<file path="config.mk">
export PLATFORM = sky130hd
export DESIGN_NAME = vector_sequencer
export DESIGN_NICKNAME = d
export VERILOG_FILES = /design/src/rtl/vector_sequencer.sv
export SDC_FILE = /design/constraint.sdc
export NUM_CORES = 1
export LEC_CHECK = 0
export CORE_MARGIN = 4
export CORE_UTILIZATION = 44
export DETAILED_ROUTE_END_ITERATION = 10
export HOLD_SLACK_MARGIN = 0.15
export PLACE_DENSITY = 0.82
export SLEW_MARGIN = 20
export SYNTH_ARGS = -nofsm -noshare
export SYNTH_HDL_FRONTEND = slang
export SYNTH_SLANG_ARGS = --single-unit
</file>
<file path="constraint.sdc">
create_clock -name clk -period 2.1 [get_ports clk]
set_input_delay 0.525 -clock clk [delete_from_list [all_inputs] [get_ports clk]]
set_output_delay 0.525 -clock clk [all_outputs]
set_load 0.05 [all_outputs]
</file>
<file path="src/rtl/vector_sequencer.sv">
// vector_sequencer
//   Steps the single shared lane ALU/multiplier through every lane of the
//   vector register file to execute ADDV / MULV, one lane at a time.
//   Each lane goes through READ (operand capture), EXEC (1 cycle for ADDV,
//   MUL_LAT cycles for MULV) and WRITE (lane write-back).
//
// Ports
//   clk, reset           clock, synchronous active-high reset
//   Start, VOp           issue pulse and operation (00 ADDV, 01 MULV, else illegal)
//   VRd, VRn, VRm        destination / source vector register indices
//   Flush                abandon the current instruction
//   Busy, Stall          sequencer active / hold fetch-decode
//   Done, Error          completion pulse / illegal-op pulse
//   LaneIdx              current lane
//   VRA1, VRA2, VWA      latched VRn, VRm, VRd
//   OpLatch, LaneWE      capture lane operands / write lane result
//   ALUControlV          0000 ADD, 0101 MUL, held for the whole instruction
module vector_sequencer #(
   parameter int LANES   = 4,
   parameter int MUL_LAT = 3
) (
   input  logic                       clk,
   input  logic                       reset,
   input  logic                       Start,
   input  logic [1:0]                 VOp,
   input  logic [2:0]                 VRd,
   input  logic [2:0]                 VRn,
   input  logic [2:0]                 VRm,
   input  logic                       Flush,
   output logic                       Busy,
   output logic                       Stall,
   output logic                       Done,
   output logic                       Error,
   output logic [$clog2(LANES)-1:0]   LaneIdx,
   output logic [2:0]                 VRA1,
   output logic [2:0]                 VRA2,
   output logic [2:0]                 VWA,
   output logic                       OpLatch,
   output logic                       LaneWE,
   output logic [3:0]                 ALUControlV
);

   localparam int LW = $clog2(LANES);

   typedef enum logic [2:0] {
      S_IDLE  = 3'd0,
      S_READ  = 3'd1,
      S_EXEC  = 3'd2,
      S_WRITE = 3'd3,
      S_DONE  = 3'd4
   } state_t;

   state_t         state_q, state_d;
   logic [LW-1:0]  lane_q,  lane_d;
   logic [3:0]     cnt_q,   cnt_d;
   logic [2:0]     vra1_q,  vra1_d;
   logic [2:0]     vra2_q,  vra2_d;
   logic [2:0]     vwa_q,   vwa_d;
   logic [3:0]     alu_q,   alu_d;
   logic           mul_q,   mul_d;
   logic           error_q, error_d;

   logic           legal_op;
   logic           op_latch;
   logic           lane_we;
   logic           done;

   // Only 00 and 01 are defined, so the high opcode bit alone marks illegal.
   assign legal_op = ~VOp[1];

   always_comb begin
      state_d  = state_q;
      lane_d   = lane_q;
      cnt_d    = cnt_q;
      vra1_d   = vra1_q;
      vra2_d   = vra2_q;
      vwa_d    = vwa_q;
      alu_d    = alu_q;
      mul_d    = mul_q;
      error_d  = 1'b0;
      op_latch = 1'b0;
      lane_we  = 1'b0;
      done     = 1'b0;

      case (state_q)
         S_IDLE: begin
            // Flush in the same cycle suppresses both acceptance and Error.
            if (Start && !Flush) begin
               if (legal_op) begin
                  vra1_d  = VRn;
                  vra2_d  = VRm;
                  vwa_d   = VRd;
                  mul_d   = VOp[0];
                  alu_d   = VOp[0] ? 4'b0101 : 4'b0000;
                  lane_d  = '0;
                  state_d = S_READ;
               end else begin
                  error_d = 1'b1;
               end
            end
         end
         S_READ: begin
            op_latch = 1'b1;
            cnt_d    = mul_q ? 4'(MUL_LAT - 1) : 4'd0;
            state_d  = S_EXEC;
         end
         S_EXEC: begin
            if (cnt_q == 4'd0) state_d = S_WRITE;
            else               cnt_d   = cnt_q - 4'd1;
         end
         S_WRITE: begin
            lane_we = 1'b1;
            if (lane_q == LW'(LANES - 1)) begin
               state_d = S_DONE;
            end else begin
               lane_d  = lane_q + LW'(1);
               state_d = S_READ;
            end
         end
         S_DONE: begin
            done    = 1'b1;
            lane_d  = '0;
            state_d = S_IDLE;
         end
         default: state_d = S_IDLE;
      endcase

      // Abandon: lanes already written stay written, the current one is not.
      if (Flush && state_q != S_IDLE) begin
         state_d = S_IDLE;
         lane_d  = '0;
         lane_we = 1'b0;
         done    = 1'b0;
      end
   end

   always_ff @(posedge clk) begin
      if (reset) begin
         state_q <= S_IDLE;
         lane_q  <= '0;
         cnt_q   <= '0;
         vra1_q  <= '0;
         vra2_q  <= '0;
         vwa_q   <= '0;
         alu_q   <= '0;
         mul_q   <= 1'b0;
         error_q <= 1'b0;
      end else begin
         state_q <= state_d;
         lane_q  <= lane_d;
         cnt_q   <= cnt_d;
         vra1_q  <= vra1_d;
         vra2_q  <= vra2_d;
         vwa_q   <= vwa_d;
         alu_q   <= alu_d;
         mul_q   <= mul_d;
         error_q <= error_d;
      end
   end

   assign Busy        = (state_q != S_IDLE);
   // Issue-cycle stall must be combinational so decode holds before the FSM moves.
   assign Stall       = Busy | (Start & legal_op & ~Flush);
   assign Done        = done;
   assign Error       = error_q;
   assign LaneIdx     = lane_q;
   assign VRA1        = vra1_q;
   assign VRA2        = vra2_q;
   assign VWA         = vwa_q;
   assign OpLatch     = op_latch;
   assign LaneWE      = lane_we;
   assign ALUControlV = alu_q;

endmodule

</file>
==> results.toml <==
[run_status]
status = "complete, no violations"

[critical_path]
r2r-end = "cnt_q[3]$_SDFFE_PP0P_"
required_ns = 1.57
crit_slowest_cell = "clkdlybuf4s50_1"
startpoint_type = "flip-flop"
critical-path-top-delay-family = "buffers and inverters"
startpoint = "LaneIdx[0]$_SDFFE_PP0P_"
cp_num_buf_inv = 1
critPathKind = "flip-flop to output pin"
r2r-start = "cnt_q[0]$_SDFFE_PP0P_"
path_cells = "clkdlybuf4s50_1"
ff2ff_setup_slack_ns = 0.40
reg2regPathDepth = 5
crit_fanout = 4
cpPeakStageDelay_ns = 0.82
arrival_ns = 1.54
critPathCaptureType = "output pin"

[min_path]
holdPathStages = 2
min_to = "VRA1[1]$_SDFFE_PP0P_"
hold_class = "flip-flop to flip-flop"
hold_start = "VRA1[1]$_SDFFE_PP0P_"

[timing]
post-route-period-util = 0.982
hold_viol = 0
fmax_mhz = 485
skew_ns = 0.00985
maxSlewViolCount = 0
rsz0062_at_grt = "false"
tightest_slew_ns = 0.551
tns_ns = 0
period_minus_slack_ns = 2.06
slew_headroom = 0.632
setup_viol = 0

[die]
start_util = 0.459
core_um2 = 2210
top_level_ports = 36
dieArea_um2 = 3140
die_w_um = 56.0
rows = 17
die_h_um = 56.0

[routing]
vias = 1040
first_iter_violations = 26
vias_per_cell = 5.65
dr.pass1.iters = 4
drt-total-wl_mm = 2.89
drtAntennaViolNets = 0
wl_per_cell_um = 15.7
drc_errors = 0

[placed_design]
port_buffers = 33
post-dp-hpwl_mm = 2.18
gp_congestion = 0.827
dp.cells = 180

[logic_synthesis]
synth_common_cells = "20 x dfxtp_1, 12 x a21oi_1, 12 x nand3_1, 10 x o21ai_0, 7 x inv_1"
seq_area_frac_synth = 0.395
yosysTopAreaCell = "dfxtp_1"
yosys_warnings = 0
synth_edf_count = 0
synth.most_common_cell = "dfxtp_1"
synthFlopType = "dfxtp_1"
ys_types = 40
ys_top_cells_by_area = "dfxtp_1 39%, a21oi_1 5.9%, nand3_1 5.9%"
synth_seq_cells = 20
yosysTopAreaCellShare = 0.395
syn_area_um2 = 1010
async_flop_share = 0
synthCells = 117
syn_area_per_cell_um2 = 8.67

[cts]
insertion_delay_ns = 0.32
postCtsHoldBufs = 0
cts_max_level = 1
cts_tree = "built"
clock_sinks = 20
root_buffer = "clkbuf_4"
path_clk_slew_ns = 0.12
cts_buffer_depth = 2
cts_buffers = 3

[cells_and_area]
final_cell_count_no_fill = 184
final_layout_size_suffix_gt1_frac = 0.224
syn2layout_area_growth_pct = 51.8
num_antenna_cells = 0
fill_cells = 187
fin_nets = 175

[global_routing]
grt_pass1_wl_mm = 4.89
gr-total-overflow = 0
grt_max_degree = 13
antenna_found_initial = 0
grt_util_all_layers = 0.193
grt_pass1_vias = 1077

[run]
max-cap-violations = 0

[pwr]
p_leak_uw = 0.000615
powerDensity_nw_per_um2 = 774
p_total_uw = 1190
ir_worst_vdd_v = 0.000755
## repair_timing
| item | in CTS | in global routing |
|---|---|---|
| setup buffers | 0 | 0 |
| endpoints found under the setup margin | 3 | 7 |
| pin swaps | 1 | 1 |
| gates resized for setup | 7 | 8 |
## cell families (layout without fill, tap and decap cells)
group / count (synthesis) / in the layout / share of synthesized area
other: 1 / 2 / 0.00370
and+or+nand+nor: 37 / 37 / 0.244
DFF: 20 / 20 / 0.395
xor gates and xnor gates: 1 / 1 / 0.00863
adders and majority gates: 3 / 3 / 0.0370
AOI/OAI and AO/OA: 34 / 34 / 0.203
muxes: 2 / 2 / 0.0197
buffers and inverters: 19 / 57 / 0.0888
## metal layers
metal  vias to the layer above  track usage  wire length, um
met4                         0       0.0508               32
met1                       486        0.230             1230
met5                         -            0                0
met3                         5       0.0673              234
met2                        45        0.327             1400
li1                        504            -                -
## registers in the layout, summed over array words and instances (netlist names)
register	count
VWA	3
state_q	3
Error	1
VRA1	3
VRA2	3
LaneIdx	2
cnt_q	4
ALUControlV	1
## where the power goes
group	total (uW)	internal [uW]	switching [uW]
combinational	443	182	262
sequential	426	402	24.2
clock	323	193	130
## layout by cell type, fill, tap and decap left out, drive strengths merged, types with 3 or more instances in the layout
cell / instances
clkdlybuf4s50: 23
dfxtp: 20
buf: 18
a21oi: 12
nand3: 12
o21ai: 11
inv: 7
ha: 3
clkbuf: 3
dlygate4sd2: 3
or3b: 3
nor3b: 3
## stage by stage
stage / worst slack (ns) / instance area, um2 / util / hold slack, ns
detailed placement: -0.184 / 1460 / 0.660 / 0.472
CTS: 0.00351 / 1520 / 0.687 / 0.494
finish: 0.0373 / 1540 / 0.696 / 0.493
floorplan: 0.0424 / 1020 / - / 0.459
global placement: -0.158 / 1460 / 0.660 / 0.463
global route: 0.0178 / 1540 / 0.696 / 0.516
## worst max path at each step
stage | to | cells past startpoint
after floorplan | Stall | 3
after global placement | Stall | 4
after detailed placement | Stall | 4
after CTS | Done | 4
after global routing | LaneIdx[1] | 1
final | LaneIdx[0] | 1
## worst reg2reg max path, delay by kind of cell, from the launching register on
kind	cells	cell delay, ns
AOI/OAI and AO/OA	1	0.22
adders and majority gates	1	0.21
buffers and inverters	1	0.08
DFF	1	0.39
and+or+nand+nor	2	0.74
## layout make-up
type | instances | area [um2] | area share
Multi-Input combinational cell | 79 | 553 | 0.359
Timing Repair Buffer | 46 | 467 | 0.303
Sequential cell | 20 | 407 | 0.264
Tap cell | 28 | 35.0 | 0.0227
Clock inverter | 1 | 30.0 | 0.0195
Inverter | 7 | 26.3 | 0.0171
Clock buffer | 3 | 22.5 | 0.0146
Note: power is estimated with default switching activity, not from simulation.
